## src/rtl/aor3000_exception_sequencer.sv

```systemverilog
// Picks one exception/interrupt from the memory stage, pulses exc_start a cycle later with
// code/EPC/BD/vector, then holds pipeline_flush for FLUSH_CYCLES more cycles before re-arming.
module aor3000_exception_sequencer #(
  parameter int FLUSH_CYCLES = 2,
  parameter int SYNC_STAGES  = 2
) (
  input  logic        clk,
  input  logic        rst_n,
  input  logic [5:0]  interrupt_vector_i,
  input  logic        sr_ie_i,
  input  logic [7:0]  sr_im_i,
  input  logic        sr_bev_i,
  input  logic [1:0]  cause_ip_sw_i,
  input  logic        mem_stall_i,
  input  logic [6:0]  mem_exc_i,
  input  logic [1:0]  mem_branched_i,
  input  logic [31:0] mem_pc_i,
  input  logic [31:0] mem_branch_address_i,
  input  logic [31:0] mem_address_i,
  output logic        exc_start_o,
  output logic [4:0]  exc_code_o,
  output logic [31:0] exc_epc_o,
  output logic        exc_bd_o,
  output logic [31:0] exc_vector_o,
  output logic [31:0] exc_badvaddr_o,
  output logic        exc_badvaddr_we_o,
  output logic        pipeline_flush_o,
  output logic        irq_pending_o
);

  typedef enum logic [1:0] {IDLE, ENTRY, FLUSH} state_t;

  state_t                      state_q, state_d;
  logic [3:0]                  cnt_q, cnt_d;
  logic [SYNC_STAGES-1:0][5:0] sync_q;
  logic [4:0]                  code_q, code_d;
  logic [31:0]                 epc_q, epc_d;
  logic                        bd_q, bd_d;
  logic [31:0]                 vector_q, vector_d;
  logic [31:0]                 badv_q, badv_d;
  logic                        badv_we_q, badv_we_d;

  logic                        sync_evt, irq_evt;
  logic [4:0]                  sync_code;
  logic [31:0]                 epc_calc;

  always_ff @(posedge clk or negedge rst_n) begin
    if (!rst_n) begin
      sync_q <= '0;
    end else begin
      sync_q[0] <= interrupt_vector_i;
      for (int i = 1; i < SYNC_STAGES; i++) sync_q[i] <= sync_q[i-1];
    end
  end

  assign irq_pending_o = sr_ie_i & |({sync_q[SYNC_STAGES-1], cause_ip_sw_i} & sr_im_i);

  assign sync_evt = ~mem_stall_i & (|mem_exc_i);
  assign irq_evt  = ~mem_stall_i & ~(|mem_exc_i) & irq_pending_o;

  // Highest-numbered mem_exc bit wins: address errors first, overflow last.
  always_comb begin
    sync_code = 5'd12;
    if      (mem_exc_i[6]) sync_code = 5'd4;
    else if (mem_exc_i[5]) sync_code = 5'd5;
    else if (mem_exc_i[4]) sync_code = 5'd8;
    else if (mem_exc_i[3]) sync_code = 5'd9;
    else if (mem_exc_i[2]) sync_code = 5'd10;
    else if (mem_exc_i[1]) sync_code = 5'd11;
  end

  // Interrupts resume at the instruction not yet executed; faults point back at the faulting one.
  always_comb begin
    epc_calc = mem_pc_i - 32'd4;
    if (irq_evt && mem_branched_i == 2'd2)      epc_calc = mem_branch_address_i;
    else if (irq_evt && mem_branched_i == 2'd0) epc_calc = mem_pc_i;
    else if (mem_branched_i == 2'd2)            epc_calc = mem_pc_i - 32'd8;
  end

  always_comb begin
    state_d   = state_q;
    cnt_d     = cnt_q;
    code_d    = code_q;
    epc_d     = epc_q;
    bd_d      = bd_q;
    vector_d  = vector_q;
    badv_d    = badv_q;
    badv_we_d = badv_we_q;
    case (state_q)
      IDLE: begin
        if (sync_evt || irq_evt) begin
          state_d   = ENTRY;
          code_d    = sync_evt ? sync_code : 5'd0;
          epc_d     = epc_calc;
          bd_d      = (sync_evt && mem_branched_i == 2'd2) || (irq_evt && mem_branched_i == 2'd1);
          vector_d  = sr_bev_i ? 32'hBFC0_0180 : 32'h8000_0080;
          badv_d    = mem_address_i;
          badv_we_d = sync_evt && (mem_exc_i[6] || mem_exc_i[5]);
        end
      end
      ENTRY: begin
        state_d = FLUSH;
        cnt_d   = 4'(FLUSH_CYCLES - 1);
      end
      FLUSH: begin
        if (cnt_q == 4'd0) state_d = IDLE;
        else               cnt_d   = cnt_q - 4'd1;
      end
      default: state_d = IDLE;
    endcase
  end

  always_ff @(posedge clk or negedge rst_n) begin
    if (!rst_n) begin
      state_q   <= IDLE;
      cnt_q     <= '0;
      code_q    <= '0;
      epc_q     <= '0;
      bd_q      <= 1'b0;
      vector_q  <= '0;
      badv_q    <= '0;
      badv_we_q <= 1'b0;
    end else begin
      state_q   <= state_d;
      cnt_q     <= cnt_d;
      code_q    <= code_d;
      epc_q     <= epc_d;
      bd_q      <= bd_d;
      vector_q  <= vector_d;
      badv_q    <= badv_d;
      badv_we_q <= badv_we_d;
    end
  end

  assign exc_start_o       = (state_q == ENTRY);
  assign exc_badvaddr_we_o = exc_start_o & badv_we_q;
  assign pipeline_flush_o  = (state_q != IDLE);
  assign exc_code_o        = code_q;
  assign exc_epc_o         = epc_q;
  assign exc_bd_o          = bd_q;
  assign exc_vector_o      = vector_q;
  assign exc_badvaddr_o    = badv_q;

endmodule

```

## config.mk

```make
export PLATFORM = sky130hd
export DESIGN_NAME = aor3000_exception_sequencer
export DESIGN_NICKNAME = d
export VERILOG_FILES = /design/src/rtl/aor3000_exception_sequencer.sv
export SDC_FILE = /design/constraint.sdc
export NUM_CORES = 1
export LEC_CHECK = 0
export ABC_AREA = 1
export BUFFER_PORTS_ARGS = -buffer_cell sky130_fd_sc_hd__buf_2
export CAP_MARGIN = 10
export CORE_ASPECT_RATIO = 0.75
export CORE_MARGIN = 4
export CORE_UTILIZATION = 45
export CTS_BUF_LIST = sky130_fd_sc_hd__clkbuf_8
export DETAILED_ROUTE_END_ITERATION = 8
export PLACE_DENSITY = 0.8
export SLEW_MARGIN = 20
export SYNTH_ARGS = -nofsm -noshare
export SYNTH_HDL_FRONTEND = slang
export SYNTH_SLANG_ARGS = --single-unit
export TNS_END_PERCENT = 100
```

## constraint.sdc

```tcl
create_clock -name clk -period 2.1 [get_ports clk]
set_clock_uncertainty 0.1 [all_clocks]
set_input_delay 0.21 -clock clk [delete_from_list [all_inputs] [get_ports clk]]
set_output_delay 0.21 -clock clk [all_outputs]
set_load 0.05 [all_outputs]
```

==> results of run 1 <==
logic make-up after synthesis:
kind of cell	share of synthesized area (%)
compound gates	5.01
xor+xnor	1.47
fa+ha+maj	0.936
buf+inv	13.8
flops	42.1
other cells	0.0701
simple gates	36.6
metal layers:
layer	wire [um]	share of wire [%]	global-route usage (%)
met2	7380	47	37.7
met3	1120	7.1	5.61
met5	0	0	0
met4	331	2.1	7.19
met1	6910	44	29.1
synthesized netlist by cell type, drive strengths merged (2+ instances only):
library cell and count:
xnor2 3, xor2 6, nor2 65, o21ai 31, buf 54, a31oi 4
nand3b 9, nand3 68, clkbuf 8, dfrtp 90, clkinv 2, a21oi 3
nor3 4, o22ai 3, nand4 5, ha 4, nand2 325, inv 77
state kept, by name (all words and copies together), names as in the netlist:
register and cells:
badv_we_q 1, cnt_q 4, exc_badvaddr_o 32, exc_bd_o 1, exc_code_o 4, exc_epc_o 32
exc_vector_o 2, state_q 2, sync_q 12
critical path, delay by kind of cell:
family,cells,cell delay (ns)
and+or+nand+nor,9,1.00
buffers and inverters,3,0.99
repair_timing:
item	4_1_cts	5_1_grt
endpoints found under the setup margin	0	29
hold buffers	43	0
resized for setup	0	7
setup buffers	0	0
hold endpoints to repair	72	0
cells in the final DEF (no fill, tap or decap), drive strengths merged:
cell,synthesis,routed
ha,4,4
or2,1,1
nand3,68,68
nor2,65,65
clkinv,2,3
bufinv,0,1
nand3b,9,9
xor2,6,6
nand2,325,325
o31ai,1,1
o21ai,31,31
nor3,4,4
diode,0,2
conb,1,22
o211ai,1,1
a21oi,3,3
o41ai,1,1
dlygate4sd3,0,43
o22ai,3,3
nor2b,1,1
xnor2,3,3
a31oi,4,4
nand4,5,5
dfrtp,90,90
clkbuf,8,9
buf,54,226
clkinvlp,0,2
inv,77,80
through the flow:
step / cells / TNS [ns] / total power [mW] / cell area (sq um) / hold slack [ns]
CTS: 1173 / 0 / 9.32 / 7040 / 0.00717
detailed placement: 1114 / 0 / 8.02 / 6420 / 0.0320
global placement: 1114 / 0 / 7.94 / 6420 / 0.0341
global route: 1174 / -0.304 / 9.84 / 7080 / 0.0275
floorplan: 788 / 0 / 6.92 / 5430 / -0.186
finish: 1175 / 0 / 9.29 / 7080 / 0.0250
final cells by class:
cell class	count	area share, %
multi-input combinational	557	34.7
sequential	90	31.8
timing repair buffer	269	23.6
inverter	79	4.19
tap	162	2.86
clock buffer	9	1.75
clock inverter	7	0.990
antenna	2	0.0707
final timing paths:
kind                         startpoint  cells after the start  slack, ns                 end
min reg2reg                   sync_q[1]                      0       0.26           sync_q[7]
min in group asynchronous         rst_n                      2       0.19  exc_badvaddr_o[31]
max                        mem_exc_i[3]                     12       0.06  exc_badvaddr_o[26]
max in group asynchronous         rst_n                      3       1.09       exc_epc_o[30]
max reg2reg                   sync_q[6]                     12       0.28  exc_badvaddr_o[26]
min                         mem_pc_i[0]                      3       0.03        exc_epc_o[0]
power by group:
part           switching, mW  internal, mW  total, mW
combinational           4.07          1.19       5.26
clock                  0.665         0.549       1.21
sequential             0.383          2.43       2.82
==> results.cfg, run 1 <==
[run_status]
status = finished clean

[timing]
maxSlewViolCount = 0
setup_violations = 0
finalCriticalPeriod_ns = 2.04
fmax_mhz = 490
hold_viol_final = 0
rsz0062_at_grt = yes
final.period_utilization_pct = 97.1
setup_ws_ns = 0.0604

[layout]
regArea_sq_mm = 0.00225
syn_to_final_growth_pct = 32.4
num-fill-cells = 1087
final_nets = 1136
final_core_util_pct = 61.0
multi_input_area_sq_mm = 0.00246
layout-drive-gt1-share_pct = 25.3

[floorplanning]
dieWidth_um = 134
die-area_sq_mm = 0.0137
row_count = 34
dieHeight_um = 102
core_sq_mm = 0.0116
initial_core_util_pct = 46.0
io_pins = 232

[synth]
synth_cell_type_count = 35
synth_area_sq_mm = 0.00535
synth_seq_cells = 90
syn_avg_cell_area_sq_um = 6.97
synthCells = 767
synth_flop_cell = dfrtp_1
async_flop_share_pct = 100
ys_seq_area_share_pct = 42.1
synth_edf_count = 0
yosys_warnings = 0
netlist_top_cells_area = dfrtp_1 42%, nand2_1 23%, nand3_1 6.4%
synth_top_area_share_pct = 42.1
yosysTopAreaCell = dfrtp_1

[worst_setup_path]
crit_type = input pin to register
cp_slowest_stage_delay_ns = 0.54
startpoint_type = input pin
path_common_cell = nand2_1
cpMaxStageDelayCell = dlygate4sd3_1
crit_required_ns = 2.29
path_cells = dlygate4sd3_1 > buf_2 > nor2_1 > nand2_1 > nor2_2 > nand2_1 > nor2_4 > nand2_1 > nand2_4 > buf_4 > nand2_1 > nand2_1
critPathCaptureType = register
crit_arrival_ns = 2.23
path_max_fanout = 31

[routing]
drtIter0Drc = 309
first_pass_iters = 4
wl_um = 15700
wl_per_cell_um = 13.4
drc = 0
drtAntennaViolNets = 0
viasPerCell = 4.69
vias = 5509

[place]
post-dp-hpwl_um = 11200
io_buffers = 209
routabilityCongestion = 0.894
pre_cts_ws_ns = 0.0726

[power]
leakage_nw = 4.13
peakVddDrop_uv = 792
power_density_mw_per_mm2 = 1310

[clock_network]
cts_tree = built
htree_levels = 3
clock-sinks = 90
clk_pin_slew_ns = 0.09
cts_buffer_depth = 2
numCtsBuffers = 9
clk_latency_ns = 0.36
root_buffer = clkbuf_8

[grt]
grt_usage_pct = 22.5
globalRouteOverflowTotal = 0
grt_max_degree = 60
grt_pass1_vias = 5227
grt_pass1_wl_um = 24800
antenna_found_initial = 1

[worst_hold_path]
hold_path_class = input pin to register

[flow_run]
cap_viol_max_count = 0
Note: power is estimated with default switching activity, not from simulation.
==> run 2, diff against run 1 <==
--- a/config.mk
+++ b/config.mk
@@ -13,7 +13,7 @@
 export CORE_UTILIZATION = 45
 export CTS_BUF_LIST = sky130_fd_sc_hd__clkbuf_8
 export DETAILED_ROUTE_END_ITERATION = 8
-export PLACE_DENSITY = 0.8
+export PLACE_DENSITY = 0.83
 export SLEW_MARGIN = 20
 export SYNTH_ARGS = -nofsm -noshare
 export SYNTH_HDL_FRONTEND = slang
==> constraint.sdc (replaced) <==
create_clock -name clk -period 1.8 [get_ports clk]
set_clock_uncertainty 0.1 [all_clocks]
set_input_delay 0.18 -clock clk [delete_from_list [all_inputs] [get_ports clk]]
set_output_delay 0.18 -clock clk [all_outputs]
set_load 0.05 [all_outputs]
==> run 2 against run 1 <==
Compared with the run above:
- the flow now finishes with violations (setup timing)
- total power up 23%
- worst hold slack worse by 0.018 ns
- final area up 11%
- largest power group unchanged
- core utilization up 6.5 points
- via count up 6.5%
- sequential power up 18%
- worst setup slack worse by 0.11 ns
- critical path depth up 1
- wire length up 18%
- die area unchanged
- register-to-register slack worse by 0.33 ns
==> results.cfg, run 2 (synthesis gave the netlist of run 1 again) <==
[worst_setup_path]
crit_required_ns = 1.96
crit_type = register to register
path_max_fanout = 7
path_common_cell = nand2_1
path_cells = nand2_1 > nand2_1 > nor2_1 > nand2_1 > buf_4 > nand4_1 > buf_6 > clkbuf_16 > nand2_1 > nand2_1 > nand3_2 > nand2_1 > nand2_1
cp_slowest_stage_delay_ns = 0.39
startpoint_type = register
critPathCaptureType = register
crit_arrival_ns = 2.01
cpMaxStageDelayCell = dfrtp_1

[floorplanning]
core_sq_mm = 0.0116
dieWidth_um = 134
die-area_sq_mm = 0.0137
dieHeight_um = 102
io_pins = 232
initial_core_util_pct = 46.0
row_count = 34

[timing]
hold_viol_final = 0
rsz0062_at_grt = yes
fmax_mhz = 540
finalCriticalPeriod_ns = 1.85
maxSlewViolCount = 0
setup_violations = 28
hold_slack_ns = 0.00747
setup_ws_ns = -0.0526
final.period_utilization_pct = 103

[clock_network]
htree_levels = 3
cts_tree = built
cts_buffer_depth = 2
clock-sinks = 90
root_buffer = clkbuf_8
clk_pin_slew_ns = 0.10
numCtsBuffers = 9
clk_latency_ns = 0.37

[power]
intPower_mw = 5.21
leakage_nw = 4.49
netSwitchingFraction_pct = 54.4
p_comb_share_pct = 58.7
p_switching_mw = 6.22
power_frac_seq_pct = 29.1
power_density_mw_per_mm2 = 1460
peakVddDrop_uv = 1180
clkPwrFrac_pct = 12.2

[layout]
syn_to_final_growth_pct = 46.5
multi_input_area_sq_mm = 0.00261
final_cell_mix = 294 x nand2_1, 207 x buf_2, 90 x dfrtp_1
final_common_cell = nand2_1
layout-drive-gt1-share_pct = 31.5
final_area_sq_mm = 0.00784
final_nets = 1180
regArea_sq_mm = 0.00225
num-fill-cells = 989

[place]
routabilityCongestion = 0.903
placed_cell_area_sq_mm = 0.00661
io_buffers = 209
post-dp-hpwl_um = 11700

[run_status]
status = complete, but fails checks
violations = setup timing

[grt]
antenna_found_initial = 0
grt_pass1_wl_um = 26500
grt_usage_pct = 24.2
grt_max_degree = 57
grt_pass1_vias = 5382
globalRouteOverflowTotal = 0

[routing]
wl_per_cell_um = 15.2
drc = 0
wl_um = 18600
drtAntennaViolNets = 0
first_pass_iters = 5
viasPerCell = 4.81
vias = 5868
drtIter0Drc = 309

[worst_hold_path]
hold_path_class = input pin to register

[flow_run]
cap_viol_max_count = 0
[run 2: cell types whose count changed in the layout (fill, tap and decap cells not counted), sizes merged]
cell	change
clkinvlp	-1
buf	+29
clkbuf	+9
inv	-2
clkinv	+3
dlygate4sd3	+6
[run 2: power by group through the flow]
stage	sequential (mW)	combinational, mW	clock [mW]
6_report	3.32	6.71	1.40
4_1_cts	3.29	6.27	1.43
3_3_place_gp	3.30	6.11	0
2_1_floorplan	5.93	2.16	0
5_1_grt	3.43	7.11	1.52
3_5_place_dp	3.30	6.19	0
[run 2: repair_timing]
action                                  4_1_cts  5_1_grt
hold buffers                                 49        0
endpoints found under the setup margin       13       73
gates resized for setup                       7       57
hold endpoints to repair                    136        0
pin swaps                                     3       19
buffers inserted                              0        5
cloned                                        1       12
[run 2: final timing paths]
check	slack, ns	from	endpoint	depth (start not counted)
setup / recovery	-0.05	sync_q[10]	exc_epc_o[26]	13
hold / removal	0.007	mem_branch_address_i[20]	exc_epc_o[20]	5
setup reg to reg	-0.05	sync_q[10]	exc_epc_o[26]	13
hold reg to reg	0.25	sync_q[4]	sync_q[10]	0
max in group asynchronous	0.92	rst_n	sync_q[4]	3
min in group asynchronous	0.13	rst_n	exc_epc_o[2]	2
[run 2: cell type report]
cell class / instances / share of cell area [%]
Inverter: 79 / 3.94
Antenna cell: 2 / 0.0639
Sequential cell: 90 / 28.7
Clock buffer: 9 / 1.58
Timing Repair Buffer: 313 / 28.9
Clock inverter: 7 / 0.878
Tap cell: 162 / 2.59
Multi-Input combinational cell: 557 / 33.3
[run 2: worst max-delay path, delay by kind of cell, from the launching register on]
kind,cells,cell delay [ns]
DFF,1,0.39
and+or+nand+nor,10,0.77
buffers and inverters,3,0.48
[run 2: per-stage QoR]
stage / utilization (%) / TNS [ns] / cells / power, mW / worst slack, ns
after floorplan: - / 0 / 788 / 8.08 / 0.102
after global placement: 56.9 / -0.180 / 1134 / 9.41 / -0.0428
after detailed placement: 56.9 / -0.478 / 1134 / 9.49 / -0.0684
after CTS: 63.3 / 0 / 1200 / 11.0 / 0.00669
after global routing: 67.4 / -6.77 / 1217 / 12.1 / -0.186
final: 67.5 / -0.678 / 1219 / 11.4 / -0.0526
[run 2: per-layer routing]
metal,GRT usage [%],vias to the layer above,share of wire [%]
li1,-,2889,-
met1,29.9,2684,42
met4,8.22,0,2.6
met2,40.5,260,47
met3,7.73,35,9.1
met5,0,-,0
==> run 3, diff against run 2 <==
--- a/config.mk
+++ b/config.mk
@@ -9,7 +9,7 @@
 export BUFFER_PORTS_ARGS = -buffer_cell sky130_fd_sc_hd__buf_2
 export CAP_MARGIN = 10
 export CORE_ASPECT_RATIO = 0.75
-export CORE_MARGIN = 4
+export CORE_MARGIN = 2
 export CORE_UTILIZATION = 45
 export CTS_BUF_LIST = sky130_fd_sc_hd__clkbuf_8
 export DETAILED_ROUTE_END_ITERATION = 8
==> run 3 against run 2 <==
Compared with the run above:
- the flow now finishes without violations
- worst setup slack gained 0.10 ns
- combinational power shrank 5.4%
- sequential power is essentially flat
- critical path depth shrank 1
- worst hold slack lost 0.00072 ns
- critical endpoint is now exc_code_o[1]
==> results.cfg, run 3 (synthesis gave the netlist of run 1 again) <==
[layout]
num-fill-cells = 1031
stdcell_count = 1199
multi_input_area_sq_mm = 0.00246
final_area_sq_mm = 0.00741
final_nets = 1163
syn_to_final_growth_pct = 38.7
regArea_sq_mm = 0.00225
final_core_util_pct = 64.1
layout-drive-gt1-share_pct = 26.5
final_common_cell = nand2_1
num_antenna_cells = 0
final_cell_mix = 320 x nand2_1, 208 x buf_2, 90 x dfrtp_1

[power]
p_total_mw = 11.2
power_density_mw_per_mm2 = 1510
peakVddDrop_uv = 1030
leakage_nw = 4.28

[timing]
final.period_utilization_pct = 97.4
hold_slack_ns = 0.00675
finalCriticalPeriod_ns = 1.75
rsz0062_at_grt = yes
maxSlewViolCount = 0
fmax_mhz = 571
setup_ws_ns = 0.0475
setup_tns_ns = 0
hold_viol_final = 0
setup_violations = 0

[floorplanning]
io_pins = 232
initial_core_util_pct = 46.2
die-area_sq_mm = 0.0128
row_count = 34
dieHeight_um = 98.4
core_sq_mm = 0.0116
dieWidth_um = 130

[grt]
grt_pass1_vias = 5286
grt_max_degree = 57
grt_usage_pct = 24.2
antenna_found_initial = 0
grt_pass1_wl_um = 24600
globalRouteOverflowTotal = 0

[worst_setup_path]
path_buf_inv = 2
crit_arrival_ns = 1.90
critPathCaptureType = register
rrSetupSlack_ns = 0.05
crit_type = register to register
path_cells = nand2_1 > nand2_1 > nor2_1 > nand2_1 > nand2_2 > nor2_4 > nand2_1 > nand2_4 > inv_4 > buf_12 > nand2_1 > o41ai_1
rr_worst_depth = 12
path_common_cell = nand2_1
timing.rr.start = sync_q[9]
path_max_fanout = 14
startpoint_type = register
cp_slowest_stage_delay_ns = 0.37
r2r-end = exc_code_o[1]
cpMaxStageDelayCell = dfrtp_1
crit_required_ns = 1.95
critical_path.top_delay_family = simple AND/OR/NAND/NOR gates

[run_status]
status = finished clean

[routing]
wl_per_cell_um = 13.0
vias = 5611
drtAntennaViolNets = 0
wl_um = 15500
first_pass_iters = 4
viasPerCell = 4.68
drc = 0
drtIter0Drc = 322

[place]
io_buffers = 209
placed_cells = 1127
post-dp-hpwl_um = 10700
routabilityCongestion = 0.929
placed_cell_area_sq_mm = 0.00657
pre_cts_ws_ns = -0.104

[worst_hold_path]
hold_path_class = input pin to register
holdPathStages = 5
hold_start = mem_branch_address_i[12]
hold_end = exc_epc_o[12]

[clock_network]
cts_buffer_depth = 2
clk_pin_slew_ns = 0.10
cts_tree = built
numCtsBuffers = 9
htree_levels = 3
root_buffer = clkbuf_8
clk_latency_ns = 0.37
post_cts.repair.setup_buffers = 0
clock-sinks = 90

[flow_run]
cap_viol_max_count = 0
[run 3: repair_timing]
item	in CTS	in global routing
hold buffers	55	0
pin swaps	0	1
endpoints found under the setup margin	1	67
resized for setup	1	13
cloned	1	1
hold endpoints to repair	121	0
[run 3: worst max-delay path by stage]
stage	startpoint	endpoint	slack [ns]	depth (start not counted)
6_report	sync_q[9]	exc_code_o[1]	0.05	12
4_1_cts	sync_q[9]	exc_badvaddr_o[3]	0.007	12
3_5_place_dp	mem_pc_i[3]	exc_epc_o[28]	-0.10	12
5_1_grt	sync_q[11]	exc_code_o[1]	-0.03	12
2_1_floorplan	state_q[1]	exc_badvaddr_we_o	0.10	3
3_3_place_gp	mem_pc_i[3]	exc_epc_o[28]	-0.05	12
[run 3: layout make-up]
cell class	count	share of cell area, %
Clock inverter	6	1.22
Inverter	79	4.03
Tap cell	162	2.73
Sequential cell	90	30.4
Multi-Input combinational cell	557	33.2
Timing Repair Buffer	296	26.8
Clock buffer	9	1.67
[run 3: power breakdown]
part           switching, mW  total, mW  internal (mW)
registers              0.447       3.29           2.84
logic                   4.81       6.35           1.54
clock network          0.755       1.53          0.779
total                   6.01       11.2           5.16
[run 3: routing by layer]
metal | wire length (um) | vias up | global-route usage [%]
li1 | - | 2836 | -
met1 | 6850 | 2513 | 30.9
met2 | 7010 | 234 | 39.5
met3 | 1310 | 28 | 6.96
met4 | 360 | 0 | 7.86
met5 | 0 | - | 0
[run 3: worst reg2reg max path, delay by kind of cell, from the launching register on]
family | cells | cell delay, ns
AND/OR/NAND/NOR | 9 | 0.77
buffers and inverters | 2 | 0.31
AO/OA/AOI/OAI | 1 | 0.07
flip-flops | 1 | 0.37
